File: src/rtl/ex_div_if.sv
// ex_div_if: divider request/result bundle; master = execute stage, slave = divider
interface ex_div_if #(parameter int DATA_W = 32);
  logic                  signed_div_i;
  logic [DATA_W-1:0]     opdata1_i;
  logic [DATA_W-1:0]     opdata2_i;
  logic                  start_i;
  logic                  annul_i;
  logic [2*DATA_W-1:0]   result_o;
  logic                  ready_o;
  modport master (output signed_div_i, opdata1_i, opdata2_i, start_i, annul_i, input result_o, ready_o);
  modport slave (input signed_div_i, opdata1_i, opdata2_i, start_i, annul_i, output result_o, ready_o);
endinterface

File: src/rtl/ex_div.sv
// ex_div: iterative radix-2 restoring divider (DIV/DIVU); ports clk, rst (async high), bus = ex_div_if slave, result {rem, quot}
module ex_div #(
  parameter int DATA_W = 32
) (
  input logic       clk,
  input logic       rst,
  ex_div_if.slave   bus
);
  localparam int CNT_W = $clog2(DATA_W) + 1;
  typedef enum logic [1:0] {DIV_FREE, DIV_BY_ZERO, DIV_ON, DIV_END} state_t;
  state_t              state_q, state_d;
  logic [CNT_W-1:0]    cnt_q, cnt_d;
  logic [DATA_W-1:0]   dend_q, dend_d;
  logic [DATA_W-1:0]   dsor_q, dsor_d;
  logic [DATA_W-1:0]   rem_q, rem_d;
  logic                neg_quot_q, neg_quot_d;
  logic                neg_rem_q, neg_rem_d;
  logic [2*DATA_W-1:0] result_q, result_d;
  logic                ready_q, ready_d;
  logic [DATA_W:0]     shifted, trial;
  logic                op1_neg, op2_neg;
  // dend_q shifts dividend bits out of its MSB while quotient bits enter at its LSB
  assign shifted = {rem_q, dend_q[DATA_W-1]};
  assign trial   = shifted - {1'b0, dsor_q};
  assign op1_neg = bus.signed_div_i & bus.opdata1_i[DATA_W-1];
  assign op2_neg = bus.signed_div_i & bus.opdata2_i[DATA_W-1];
  always_ff @(posedge clk or posedge rst) begin
    if (rst) begin
      state_q    <= DIV_FREE;
      cnt_q      <= '0;
      dend_q     <= '0;
      dsor_q     <= '0;
      rem_q      <= '0;
      neg_quot_q <= 1'b0;
      neg_rem_q  <= 1'b0;
      result_q   <= '0;
      ready_q    <= 1'b0;
    end else begin
      state_q    <= state_d;
      cnt_q      <= cnt_d;
      dend_q     <= dend_d;
      dsor_q     <= dsor_d;
      rem_q      <= rem_d;
      neg_quot_q <= neg_quot_d;
      neg_rem_q  <= neg_rem_d;
      result_q   <= result_d;
      ready_q    <= ready_d;
    end
  end
  always_comb begin
    state_d    = state_q;
    cnt_d      = cnt_q;
    dend_d     = dend_q;
    dsor_d     = dsor_q;
    rem_d      = rem_q;
    neg_quot_d = neg_quot_q;
    neg_rem_d  = neg_rem_q;
    result_d   = result_q;
    ready_d    = ready_q;
    case (state_q)
      DIV_FREE: begin
        ready_d  = 1'b0;
        result_d = '0;
        if (bus.start_i && !bus.annul_i) begin
          if (bus.opdata2_i == '0) begin
            state_d = DIV_BY_ZERO;
          end else begin
            state_d    = DIV_ON;
            dend_d     = op1_neg ? -bus.opdata1_i : bus.opdata1_i;
            dsor_d     = op2_neg ? -bus.opdata2_i : bus.opdata2_i;
            rem_d      = '0;
            cnt_d      = '0;
            neg_quot_d = op1_neg ^ op2_neg;
            neg_rem_d  = op1_neg;
          end
        end
      end
      DIV_BY_ZERO: begin
        state_d  = DIV_END;
        result_d = '0;
        ready_d  = 1'b1;
      end
      DIV_ON: begin
        if (bus.annul_i) begin
          state_d  = DIV_FREE;
          result_d = '0;
          ready_d  = 1'b0;
        end else if (cnt_q != CNT_W'(DATA_W)) begin
          rem_d  = trial[DATA_W] ? shifted[DATA_W-1:0] : trial[DATA_W-1:0];
          dend_d = {dend_q[DATA_W-2:0], ~trial[DATA_W]};
          cnt_d  = cnt_q + CNT_W'(1);
        end else begin
          result_d = {neg_rem_q ? -rem_q : rem_q, neg_quot_q ? -dend_q : dend_q};
          ready_d  = 1'b1;
          state_d  = DIV_END;
        end
      end
      DIV_END: begin
        if (!bus.start_i) begin
          state_d  = DIV_FREE;
          result_d = '0;
          ready_d  = 1'b0;
        end
      end
      default: state_d = DIV_FREE;
    endcase
  end
  always_comb begin
    bus.result_o = result_q;
    bus.ready_o  = ready_q;
  end
endmodule
File: src/flat_wrapper.sv
// flat-port wrapper written by rule: the top's interface ports become plain ports
module ex_div_flat 
#(
  parameter int DATA_W = 32
)
  (clk, rst, bus_signed_div_i, bus_opdata1_i, bus_opdata2_i, bus_start_i, bus_annul_i, bus_result_o, bus_ready_o);
  ex_div_if #(.DATA_W(DATA_W)) bus_i ();
  input logic clk;
  input logic rst;
  input wire logic [$bits(bus_i.signed_div_i)-1:0] bus_signed_div_i;
  input wire logic [$bits(bus_i.opdata1_i)-1:0] bus_opdata1_i;
  input wire logic [$bits(bus_i.opdata2_i)-1:0] bus_opdata2_i;
  input wire logic [$bits(bus_i.start_i)-1:0] bus_start_i;
  input wire logic [$bits(bus_i.annul_i)-1:0] bus_annul_i;
  output wire logic [$bits(bus_i.result_o)-1:0] bus_result_o;
  output wire logic [$bits(bus_i.ready_o)-1:0] bus_ready_o;
  assign bus_i.signed_div_i = bus_signed_div_i;
  assign bus_i.opdata1_i = bus_opdata1_i;
  assign bus_i.opdata2_i = bus_opdata2_i;
  assign bus_i.start_i = bus_start_i;
  assign bus_i.annul_i = bus_annul_i;
  assign bus_result_o = bus_i.result_o;
  assign bus_ready_o = bus_i.ready_o;
  ex_div #(.DATA_W(DATA_W)) u_core (.clk(clk), .rst(rst), .bus(bus_i));
endmodule
File: config.mk
export PLATFORM = sky130hd
export DESIGN_NAME = ex_div_flat
export DESIGN_NICKNAME = d
export VERILOG_FILES = /design/src/rtl/ex_div_if.sv /design/src/rtl/ex_div.sv /design/src/flat_wrapper.sv
export SDC_FILE = /design/constraint.sdc
export NUM_CORES = 1
export LEC_CHECK = 0
export CORE_ASPECT_RATIO = 0.75
export CORE_UTILIZATION = 60
export DETAILED_ROUTE_END_ITERATION = 7
export GPL_ROUTABILITY_DRIVEN = 0
export PLACE_DENSITY = 0.82
export SYNTH_ARGS = -nofsm -noshare
export SYNTH_HDL_FRONTEND = slang
export SYNTH_SLANG_ARGS = --single-unit
File: constraint.sdc
create_clock -name clk -period 14.6 [get_ports clk]
set_input_delay 2.19 -clock clk [delete_from_list [all_inputs] [get_ports clk]]
set_output_delay 2.19 -clock clk [all_outputs]
set_load 0.005 [all_outputs]
======== Word level (Yosys, flattened, before mapping) ========
Index checks and enable logic that the tools add are counted.
storage, ports and cells
  word-level logic and storage cells ...... 74
  bits of input ports ..................... 69
  flip-flop bits (word level) ............. 171
operators by class
  mux-type cells .......................... 34
  add/sub/neg operators ................... 6
  bitwise operators ....................... 5
  reduce and logical (&&, ||, !) cells .... 10
  equal/unequal tests ..................... 10
operators by type and width
  operator                                               number
  two-way mux 32 bit                                     13
  two-way mux 64 bit                                     3
  case mux 64 bit (3 select lines)                       1
  negation 32 bit                                        4
  case mux 32 bit (2 select lines)                       2
  subtractor 33 x 32 -> 33 bit                           1
  logical NOT 32 bit                                     1
  two-way mux 6 bit                                      4
  case mux 6 bit (2 select lines)                        1
  two-way mux 2 bit                                      5
  case mux 2 bit (4 select lines)                        1
  adder 6 x 1 -> 6 bit, second input constant            1
  inequality test 2 bit, second input constant           3
  inequality test 6 bit, second input constant           1
  AND reduction 3 bit                                    2
  AND reduction 5 bit                                    1
  == test 2 bit, second input constant                   2
  inequality test 2 x 1 -> 1 bit, second input constant  2
  case mux 1 bit (4 select lines)                        1
  two-way mux 1 bit                                      3
  inequality test 3 bit, second input constant           1
  bitwise AND 1 bit                                      2
  == test 2 x 1 -> 1 bit, second input constant          1
  logical NOT 2 bit                                      1
  7 further kinds                                        8

======== Longest topological paths before layout ========
  depth in word-level cells ............... 5
  depth in mapped cells ................... 14

======== Worst setup path after synthesis ========
OpenSTA, ideal clock, no wires.
  path type ............................... input to register
  start ................................... input bus_opdata2_i[8]
  end ..................................... register u_core.rem_q[11]
  slack ................................... 10.118 ns
  arrival ................................. 4.356 ns
  path buffers ............................ 1
  stages .................................. 9
  setup time .............................. 0.126 ns
  cell sequence ........................... or4_1 or3_1 nor3_4 nand3b_2 a31oi_2 nor3_1 buf_2 a32oi_1 o21ai_1
on the way
  word-level cells in the longest chain between the ends .. 3
RTL lines
  item                                    RTL line            RTL
  start: declaration                      flat_wrapper.sv:12  input wire logic [$bits(bus_i.opdata2_i)-1:0] bus_opdata2_i;
  logical NOT 32 bit                      ex_div.sv:65        if (bus.opdata2_i == '0) begin
  inequality test 2 bit (no source line)  -
  AND reduction 5 bit (no source line)    -
  end signal: assignment                  ex_div.sv:43        rem_q <= rem_d;
  end: declaration                        ex_div.sv:15        logic [DATA_W-1:0] rem_q, rem_d;
No other way between the ends.
A chain may end at the register's enable or synchronous reset.

======== Final worst setup path ========
  start ................................... input bus_opdata2_i[8]
  end ..................................... register u_core.cnt_q[5]
on the way
  word-level cells in the longest chain between the ends .. 3
RTL lines
  item                                    RTL line      RTL
  logical NOT 32 bit                      ex_div.sv:65
  inequality test 2 bit (no source line)  -
  AND reduction 5 bit (no source line)    -
  end signal: assignment                  ex_div.sv:40  cnt_q <= cnt_d;
  end: declaration                        ex_div.sv:12  logic [CNT_W-1:0] cnt_q, cnt_d;
No other way between the ends.

==> flow_results.org <==
** Run status
- The flow ran to the end, and the final reports show no timing, DRC or antenna violations.

** Drt
- For this block, the initial DRC count from the detailed router was 1,062.
- In the routed design, unresolved DRC markers number 0.
- Via density per instance :: 6.11
- Wire length per cell :: 18.0 µm
- Detailed Routing Iterations Pass 1 :: 7
- Total wire length :: 29.2 mm
- Vias after detailed routing :: 9,945
- The detail route stage leaves a number of antenna-violating nets equal to 0.

** Run
- # Max-Cap Violations :: 0

** STA
- Final min period :: 5.48 ns
- Max-slew headroom :: 19.6%
- At the pin with the least slew margin, the transition time is 1.21 ns.
- The final hold violation count was 0.
- Max-slew violations :: 0
- Unrepaired setup endpoints after global routing :: no
- For the final routed database, the setup TNS stands at 0 ns.
- Final setup margin :: 9.12 ns
- Period utilization :: 37.5%
- Achievable clock frequency :: 183 MHz
- Final count of negative-setup-slack endpoints :: 0
- Worst Skew :: 0.0117 ns

** Synth
- For this run, the register share of the synthesized area comes to 38.6%.
- Sorting the synthesized cells by area gives the leading types as dfrtp_1 39%, xor2_1 7.8%, nand2_1 5.8%.
- In this run, distinct cell masters in the synthesized netlist total 72.
- Async set-or-reset flop fraction in the synthesized netlist :: 100%
- Top-count cell post-synth :: dfrtp_1
- In this run the mean area of a mapped cell was 8.69 µm².
- After synthesis the netlist holds a flip-flop and latch count of 171.
- Yosys mapped a number of flops with a built-in enable equal to 0.
- The number of nets in the synthesized netlist is 1,387.
- Gate count of the mapped netlist :: 1,274
- dfrtp_1 takes more of the synthesized area than any other cell.
- Total of warnings raised by yosys :: 0
- The most used flip-flop cell after synthesis is dfrtp_1.
- Synthesized area :: 0.0111 mm²
- After synthesis, the most frequently instantiated cells are 171 x dfrtp_1, 170 x nand2_1, 98 x xor2_1, 90 x o21ai_0, 85 x o21ai_1.
- Area share of the largest cell type after synthesis :: 38.6%

** Clock network
- Once the clock tree was built, the resizer swapped 0 gates to a different size.
- The clock passes through at most 2 buffers.
- TritonCTS created 17 clock buffers.
- Once the clock tree was built, the setup fixing pass inserted 0 buffers.
- Worst-path clk slew :: 0.07 ns
- Clock tree synthesis found a total of 171 sinks.
- H-tree lvl count :: 4
- Insertion delay of the later-clocked pin in the worst-skew pair :: 0.43 ns
- TritonCTS clock tree :: yes
- Hold repair after CTS inserted 0 buffers.
- CTS placed an instance of clkbuf_16 at the clock tree root.

** Floorplan
- 134 I/O pins were placed.
- For this configuration, the core starts out at a cell density of 62.0%.
- From left edge to right edge, the die measures 159 µm.
- In this run the core area contains 42 standard-cell rows.
- Placeable core region :: 0.0179 mm²
- DIE AREA :: 0.0190 mm²
- Floorplan die height :: 120 µm

** Global route
- Antenna violations before repair :: 2
- Maximum number of pins on one net before global-route repair :: 99
- In the global route stage, overall resource usage came out at 31.2%.
- For this run the aggregate overflow at the end of global routing stands at 0.
- The via count of the first global-routing pass is 9,111.
- The first global-routing pass estimated 47.1 mm of wire.

** Placement
- Detailed Place HPWL :: 21.7 mm
- Counting tap cells, the placed design contains a total of 1,595 instances.
- In this run the tool buffered the top-level ports with 133 buffer cells.
- Cell area after placement :: 0.0125 mm²
- Placement Setup Slack :: 8.70 ns

** Worst setup path
- Sort of element at the end of the critical path :: register
- The worst setup path is launched from an input port.
- In this run the worst path has a maximum fanout of 66.
- STA puts the critical path data arrival time at 5.78 ns.
- Crit path required time :: 14.91 ns
- Worst Path Class, Setup :: input port to register

** Pwr
- Overall power consumption after layout is estimated at 0.00267 W.
- In this run the static leakage power is 5.53 nW.
- Worst vdd ir :: 0.118 mV
- For this design the ratio of total power to cell area is 204 mW/mm².

** Final layout
- Post-synthesis to final-layout area growth :: 17.9%
- Once layout is complete, the cells apart from fillers number 1,627.
- Antenna diode count :: 0
- Post-layout net count :: 1,485
- With fillers left out, the area of the finished cells amounts to 0.0131 mm².
- In the final layout, the share of cells above drive strength 1 is 4.69%.

** Hold path
- Worst hold path type :: register to register
[cells by family after synthesis]
logic type,count (synthesis),synth area share [%]
compound gates,405,22.5
fa+ha+maj,44,5.04
xor+xnor,148,11.7
simple gates,365,15.7
flops,171,38.6
buf+inv,121,4.60
mux,20,1.81
[flip-flops by register name, indices dropped and copies added (netlist names)]
signal,count
u_core.bus.result_o,64
u_core.dend_q,32
u_core.dsor_q,32
u_core.rem_q,32
u_core.cnt_q,6
u_core.state_q,2
u_core.bus.ready_o,1
u_core.neg_quot_q,1
u_core.neg_rem_q,1
[cell usage in the layout (no fill, tap or decap), types with 9 or more instances in the layout]
| cell type | instances |
|---|---|
| xnor2_1 | 50 |
| ha_1 | 43 |
| or3_1 | 16 |
| nor3_1 | 9 |
| nor4_1 | 15 |
| xor2_1 | 98 |
| clkdlybuf4s50_1 | 133 |
| inv_1 | 58 |
| o31ai_1 | 44 |
| o21ai_0 | 90 |
| dfrtp_1 | 171 |
| o41ai_1 | 16 |
| a21oi_1 | 77 |
| a32oi_1 | 11 |
| nand2b_1 | 9 |
| a22oi_1 | 28 |
| o21ai_1 | 85 |
| or4_1 | 9 |
| nor2_1 | 71 |
| nand2_1 | 169 |
| nand3_1 | 15 |
| mux2i_1 | 20 |
| nor2b_1 | 9 |
| clkbuf_16 | 17 |
[per-stage QoR]
step | hold slack [ns] | utilization [%]
2_1_floorplan | 0.450 | -
3_3_place_gp | 0.461 | 69.9
3_5_place_dp | 0.469 | 69.9
4_1_cts | 0.484 | 73.1
5_1_grt | 0.508 | 73.1
6_report | 0.479 | 73.1
[power by group]
group / total (W) / switching (W) / internal, W
registers: 0.000829 / 0.000199 / 0.000630
logic: 0.00140 / 0.000825 / 0.000577
clock network: 0.000437 / 0.000196 / 0.000241
total: 0.00267 / 0.00122 / 0.00145
[layer usage]
layer | global-route usage, % | vias up | share of wire (%)
li1 | - | 4740 | -
met4 | 7.69 | 4 | 1.3
met1 | 47.2 | 4667 | 47
met3 | 8.64 | 49 | 11
met2 | 43.8 | 485 | 41
met5 | 0 | - | 0.092
[area by class of cell]
cell class                 instances  area, µm²
multi-input combinational        982       6290
fill                            1378       4810
sequential                       171       4280
timing repair buffer             141       1390
clock buffer                      20        447
inverter                          59        226
tap                              242        303
clock inverter                    12        114
[worst paths after layout]
kind | start | endpoint | slack [ns] | depth (start not counted)
max | bus_opdata2_i[8] | u_core.cnt_q[5] | 9.12 | 10
min | u_core.bus.result_o[47] | u_core.bus.result_o[47] | 0.48 | 2
max reg2reg | u_core.dend_q[31] | u_core.rem_q[29] | 10.89 | 12
min reg2reg | u_core.bus.result_o[47] | u_core.bus.result_o[47] | 0.48 | 2
max in group asynchronous | rst | u_core.dsor_q[19] | 10.82 | 3
min in group asynchronous | rst | u_core.bus.result_o[15] | 2.30 | 2
[worst max-delay path, stage by stage]
cell and delay [ns]:
clkdlybuf4s50_1 0.45, or4_1 0.58, or3_1 0.44, nor3_4 0.30, nand3b_2 0.16, a31oi_2 0.31, a211o_2 0.93, nor4_1 0.14
xnor2_1 0.21, nor2_1 0.06
Power figures use the tool's default switching activity.
